## config.mk

```make
export PLATFORM = sky130hd
export DESIGN_NAME = token_buffer_writer
export DESIGN_NICKNAME = d
export VERILOG_FILES = /design/src/rtl/token_buffer_writer.sv
export SDC_FILE = /design/constraint.sdc
export NUM_CORES = 2
export LEC_CHECK = 0
export BUFFER_PORTS_ARGS = -buffer_cell sky130_fd_sc_hd__buf_2
export CORE_MARGIN = 1.5
export CORE_UTILIZATION = 40
export CTS_CLUSTER_DIAMETER = 200
export DETAILED_ROUTE_END_ITERATION = 12
export GPL_TIMING_DRIVEN = 0
export PLACE_DENSITY = 0.6
export SYNTH_ARGS = -nofsm -noshare
export SYNTH_HDL_FRONTEND = slang
export SYNTH_SLANG_ARGS = --single-unit
```

## constraint.sdc

```tcl
create_clock -name clk -period 4.6 [get_ports clk]
set_input_delay 0.23 -clock clk [delete_from_list [all_inputs] [get_ports clk]]
set_output_delay 0.23 -clock clk [all_outputs]
set_load 0.05 [all_outputs]
```

## src/rtl/token_buffer_writer.sv

```systemverilog
// Writer side of the packed token bus feeding the VGA text renderer.
// Edits land in a working buffer. That buffer is copied to `numbers` only at
// frame boundaries, so the display never shows a half-edited frame.
//
// state | meaning
// IDLE  | accepting commands; commits a pending frame every cycle it is pending
// CLEAR | blanking one working slot per cycle; no commands, commit held off
module token_buffer_writer #(
  parameter int         MAX_INPUT  = 384,
  parameter int         ROW_TOKENS = 20,
  parameter logic [3:0] BLANK      = 4'hF
) (
  input  logic                 clk,
  input  logic                 rst_n,
  input  logic                 in_valid,
  output logic                 in_ready,
  input  logic [1:0]           in_cmd,
  input  logic [3:0]           in_token,
  input  logic                 vga_v_sync,
  output logic [MAX_INPUT-1:0] numbers,
  output logic [6:0]           wr_ptr,
  output logic                 overflow,
  output logic                 frame_commit
);

  localparam int         TOKENS  = MAX_INPUT / 4;
  localparam logic [6:0] TOK_MAX = 7'(TOKENS);
  localparam logic [7:0] ROW_W   = 8'(ROW_TOKENS);

  localparam logic [1:0] CMD_WRITE     = 2'b00;
  localparam logic [1:0] CMD_BACKSPACE = 2'b01;
  localparam logic [1:0] CMD_CLEAR     = 2'b10;
  localparam logic [1:0] CMD_NEWLINE   = 2'b11;

  typedef enum logic {IDLE, CLEAR} state_t;

  state_t               state, state_nxt;
  logic [MAX_INPUT-1:0] work, work_nxt;
  logic [6:0]           wr_ptr_nxt;
  logic                 overflow_nxt;
  logic [6:0]           clr_idx, clr_idx_nxt;
  logic [7:0]           nl_ptr;
  logic                 accept;
  logic                 vs_meta, vs_sync, vs_sync_d;
  logic                 vs_fall;
  logic                 commit_pend;

  // vsync is asynchronous to clk; the synchronizer idles high so reset never fakes an edge
  always_ff @(posedge clk or negedge rst_n) begin
    if (!rst_n) begin
      vs_meta   <= 1'b1;
      vs_sync   <= 1'b1;
      vs_sync_d <= 1'b1;
    end else begin
      vs_meta   <= vga_v_sync;
      vs_sync   <= vs_meta;
      vs_sync_d <= vs_sync;
    end
  end

  assign vs_fall = vs_sync_d & ~vs_sync;

  // Next-state, buffer edit and handshake decode
  always_comb begin
    state_nxt    = state;
    work_nxt     = work;
    wr_ptr_nxt   = wr_ptr;
    overflow_nxt = overflow;
    clr_idx_nxt  = clr_idx;
    in_ready     = (state == IDLE);
    accept       = in_valid & in_ready;
    frame_commit = (state == IDLE) & commit_pend;
    // A newline at column 0 still moves down a full row; the result is clamped to the end.
    nl_ptr       = (({1'b0, wr_ptr} / ROW_W) + 8'd1) * ROW_W;
    case (state)
      IDLE: begin
        if (accept) begin
          case (in_cmd)
            CMD_WRITE: begin
              if (wr_ptr < TOK_MAX) begin
                work_nxt[{wr_ptr, 2'b00} +: 4] = in_token;
                wr_ptr_nxt = wr_ptr + 7'd1;
              end else begin
                overflow_nxt = 1'b1;
              end
            end
            CMD_BACKSPACE: begin
              if (wr_ptr != 7'd0) begin
                wr_ptr_nxt = wr_ptr - 7'd1;
                work_nxt[{wr_ptr_nxt, 2'b00} +: 4] = BLANK;
              end
            end
            CMD_NEWLINE: begin
              wr_ptr_nxt = (nl_ptr > {1'b0, TOK_MAX}) ? TOK_MAX : nl_ptr[6:0];
            end
            CMD_CLEAR: begin
              state_nxt    = CLEAR;
              wr_ptr_nxt   = 7'd0;
              overflow_nxt = 1'b0;
              clr_idx_nxt  = 7'd0;
            end
            default: ;
          endcase
        end
      end
      CLEAR: begin
        work_nxt[{clr_idx, 2'b00} +: 4] = BLANK;
        clr_idx_nxt = clr_idx + 7'd1;
        if (clr_idx == TOK_MAX - 7'd1) begin
          state_nxt = IDLE;
        end
      end
      default: state_nxt = IDLE;
    endcase
  end

  // State, working buffer and published buffer registers
  always_ff @(posedge clk or negedge rst_n) begin
    if (!rst_n) begin
      state       <= IDLE;
      work        <= {TOKENS{BLANK}};
      numbers     <= {TOKENS{BLANK}};
      wr_ptr      <= 7'd0;
      overflow    <= 1'b0;
      clr_idx     <= 7'd0;
      commit_pend <= 1'b0;
    end else begin
      state       <= state_nxt;
      work        <= work_nxt;
      wr_ptr      <= wr_ptr_nxt;
      overflow    <= overflow_nxt;
      clr_idx     <= clr_idx_nxt;
      // A fresh edge in the commit cycle stays pending; edges while pending collapse.
      commit_pend <= (commit_pend & ~frame_commit) | vs_fall;
      if (frame_commit) begin
        numbers <= work_nxt;
      end
    end
  end

endmodule

```

==> flow_summary.toml <==
[run_status]
status = "complete, but fails checks"
failed_checks = "max-capacitance violations, max-slew violations, negative setup slack"

[place]
dpl.hpwl_microns = 230000
io_buffer_count = 401
gp_congestion = 1.15

[synthesis]
mux_contribution_to_synthesized_area_pct = 5.58
synth_fp_nets = 4987
netlist_area_before_placement_sq_um = 43900
synth_top_family_by_area = "compound AO/OA/AOI/OAI gates"
synth_enable_flop_cells = 0
synth-warning-count = 0
synth-compound-area-share_pct = 25.4
post_synth_inst_count = 4958
ys_types = 107
synth-adder-area-share_pct = 0.541
synth_simple_gate_area_share_pct = 16.8
ffs_w_async_s_r_synth_pct = 100
post_synth.cell_area_avg_sq_um = 8.86
part_of_the_yosys_area_used_for_sequential_elements_pct = 47.1
synth_flop_cell = "sky130_fd_sc_hd__dfstp_2"
synthXorXnorAreaFrac_pct = 0.576
synth-seq-cells = 788

[finish]
post_route_cells_drive_above_1_share_pct = 34.6
nFillCells = 10496
synthToLayoutAreaGrowth_pct = 23.4
design.final.nets = 5624

[routing]
wire_per_inst_microns = 43.8
drt-vias-per-instance = 7.04
count_of_vias_placed_by_the_detailed_router = 50065
ant_nets = 0
detail_route.wirelength.met1_microns = 111000
number_of_remaining_drc_errors = 0
met3_wirelength_microns = 44300
top_layer_used = "met5"
drt-pass1-iter-count = 7
drt-initial-drc-count = 7983
met2WireLength_microns = 122000
routed_wirelength_microns = 311000

[worst_setup_path]
critPathBufInv = 4
cp_cell_sequence = "clkinv_1 -> nand2_1 -> clkdlybuf4s15_1 -> buf_1 -> clkbuf_1 -> nand2_1 -> o21ai_0"
max_stage_delay_ns = 1.05
critical_path.endpoint_type = "flip-flop"
slowest_stage = "sky130_fd_sc_hd__buf_1"
critPathRequiredTime_ns = 5.19
path_max_fanout = 10
cp_top_family = "buffers and inverters"
sort_of_element_at_the_start_of_the_critical_path = "flip-flop"
crit_type = "reg -> reg"
cp.arrival_ns = 5.84
crit_path_frequent_cell = "sky130_fd_sc_hd__nand2_1"

[global_route]
first_global_vias = 45772
number_of_antenna_violations_at_the_first_check_in_global_routing = 44
grt_max_degree = 122
globalRoute.totalOverflow = 0
grt.total_usage_pct = 54.2
global_route_wire_length_before_repair_microns = 408000

[power_and_ir_drop]
max-vdd-ir-drop_v = 0.000665
power_density_nw_per_um2 = 946
leakage_nw = 20.8
report.power.total_mw = 51.3

[clock_tree]
clockRootBuffer = "sky130_fd_sc_hd__clkbuf_16"
h_tree_depth_reported_by_cts = 3
cts.path.max_buffers = 3
clkSlewWorstSetupHoldPaths_ns = 0.07
clock_tree_from_tritoncts = "built"
cts_sinks = 788
clock_buffer_count_from_cts = 91
worstSkewPairLatency_ns = 0.75

[sta]
whs_ns = 0.116
grt_setup_unrepaired = "true"
timing.max_slew.rel_slack_pct = -13.4
timing.clock.skew_ns = 0.0583
layout_worst_path_cycle_share_pct = 114
report.final.slew_viol_count = 163
layout_min_cycle_time_ns = 5.24
max_slew.worst_pin.slew_ns = 1.69
setup-violations-final = 166
final.setup.worst_slack_ns = -0.641
max_clock_freq_mhz = 191
hold_violations = 0

[floorplanning]
rows = 121
fp.dieW_microns = 334
die-height_microns = 334
design.portCount = 404
design.die.area_sq_um = 112000
area_of_the_placeable_core_sq_um = 109000
initial_core_util_pct = 40.3

[job]
maxCapViolations = 20

[hold_path]
hold_path_class = "in -> reg"
## synthesized netlist by cell type, drive strengths merged, types with 66 or more instances
cell type	n	area share (%)
o31ai	79	1.4
o21ai	480	5.5
nor3	180	2.3
nand2	579	5.0
nand3	85	1.0
mux2i	174	4.0
o22ai	130	1.9
buf	89	1.0
a21oi	655	7.5
clkbuf	313	2.7
nor2	539	4.7
dfstp	771	46
a31oi	66	0.97
## final cells by class
cell class	count	area (sq um)	area share, %
multi-input cells	3727	22800	42.0
clock buffers	119	2540	4.69
repair buffers	549	3600	6.65
clock inverters	50	776	1.43
flip-flops and latches	788	20700	38.2
diodes	31	77.6	0.143
well taps	1414	1770	3.26
inverters	41	158	0.291
plain buffers	397	1810	3.34
## worst reg2reg max path: stages (launching register included)
cell,delay [ns]
sky130_fd_sc_hd__dfrtp_1,0.62
sky130_fd_sc_hd__clkinv_1,0.61
sky130_fd_sc_hd__nand2_1,0.35
sky130_fd_sc_hd__clkdlybuf4s15_1,1.04
sky130_fd_sc_hd__buf_1,1.06
sky130_fd_sc_hd__clkbuf_1,0.79
sky130_fd_sc_hd__nand2_1,0.32
sky130_fd_sc_hd__o21ai_0,0.30
## cells by family (layout without fill, tap and decap cells)
logic type               count (synthesis)  in the layout
AO/OA/AOI/OAI                         1828           1828
XOR/XNOR                                22             22
adder cells (fa/ha/maj)                 19             19
buffers and inverters                  443           1156
flip-flops                             788            788
multiplexers                           237            237
other                                    0             31
AND/OR/NAND/NOR                       1621           1621
## report_power, final
group	switching (mW)	leakage [nW]	internal (mW)	total (mW)
sequential	2.44	8.28	12.0	14.4
combinational	21.8	10.9	6.74	28.6
clock	3.45	1.64	4.83	8.27
total	27.7	20.8	23.6	51.3
## cell usage in the layout (no fill, tap or decap), types with 63 or more instances in the layout
master                        n
sky130_fd_sc_hd__clkbuf_1   252
sky130_fd_sc_hd__clkbuf_16   91
sky130_fd_sc_hd__dfstp_2    771
sky130_fd_sc_hd__mux2i_1    174
sky130_fd_sc_hd__o22ai_1    129
sky130_fd_sc_hd__nand3_1     68
sky130_fd_sc_hd__nand2_1    559
sky130_fd_sc_hd__nor2_1     494
sky130_fd_sc_hd__o21ai_0    433
sky130_fd_sc_hd__o31ai_1     71
sky130_fd_sc_hd__nor3_1     132
sky130_fd_sc_hd__buf_2      443
sky130_fd_sc_hd__mux2_2      63
sky130_fd_sc_hd__buf_4      113
sky130_fd_sc_hd__a21oi_1    643
## registers in the layout, summed over array words and instances, names as in the netlist
name and count:
wr_ptr 7, state 1, vs_sync 1, clr_idx 7, commit_pend 1, work 384
overflow 1, numbers 384, vs_sync_d 1, vs_meta 1
## final timing paths
| kind | from | end | slack [ns] | cells after the start |
|---|---|---|---|---|
| max | state$_DFF_PN0_ | numbers[105]$_DFFE_PN1P_ | -0.64 | 7 |
| min | in_token[1] | numbers[345]$_DFFE_PN1P_ | 0.12 | 4 |
| max reg2reg | state$_DFF_PN0_ | numbers[105]$_DFFE_PN1P_ | -0.64 | 7 |
| min reg2reg | vs_meta$_DFF_PN1_ | vs_sync$_DFF_PN1_ | 0.36 | 0 |
| max in group asynchronous | rst_n | numbers[263]$_DFFE_PN1P_ | 2.81 | 4 |
| min in group asynchronous | rst_n | numbers[156]$_DFFE_PN1P_ | 0.44 | 2 |
## repair_timing
item	4_1_cts	5_1_grt
endpoints found under the setup margin	763	446
resized for setup	196	150
hold buffers	4	0
cloned	0	0
endpoints found under the hold margin	74	0
pin swaps	34	24
buffers inserted	65	41
## layer usage
layer | vias to the layer above | track usage, %
met4 | 42 | 46.0
li1 | 19449 | -
met2 | 4429 | 73.2
met3 | 1395 | 24.4
met1 | 24750 | 65.1
met5 | - | 0
## per-stage QoR
step / instances / worst slack, ns / TNS [ns] / area, sq um / utilization, %
after floorplan: 4958 / 0.703 / 0 / 43900 / -
after global routing: 7088 / -0.114 / -1.16 / 54100 / 49.7
after CTS: 7044 / -0.232 / -0.771 / 53200 / 48.9
final: 7116 / -0.641 / -20.01 / 54200 / 49.8
after detailed placement: 6810 / -1.80 / -639.89 / 48500 / 44.5
after global placement: 6773 / -13.65 / -7488.01 / 47700 / 43.8
No activity file was read; power rests on OpenSTA's default activity.
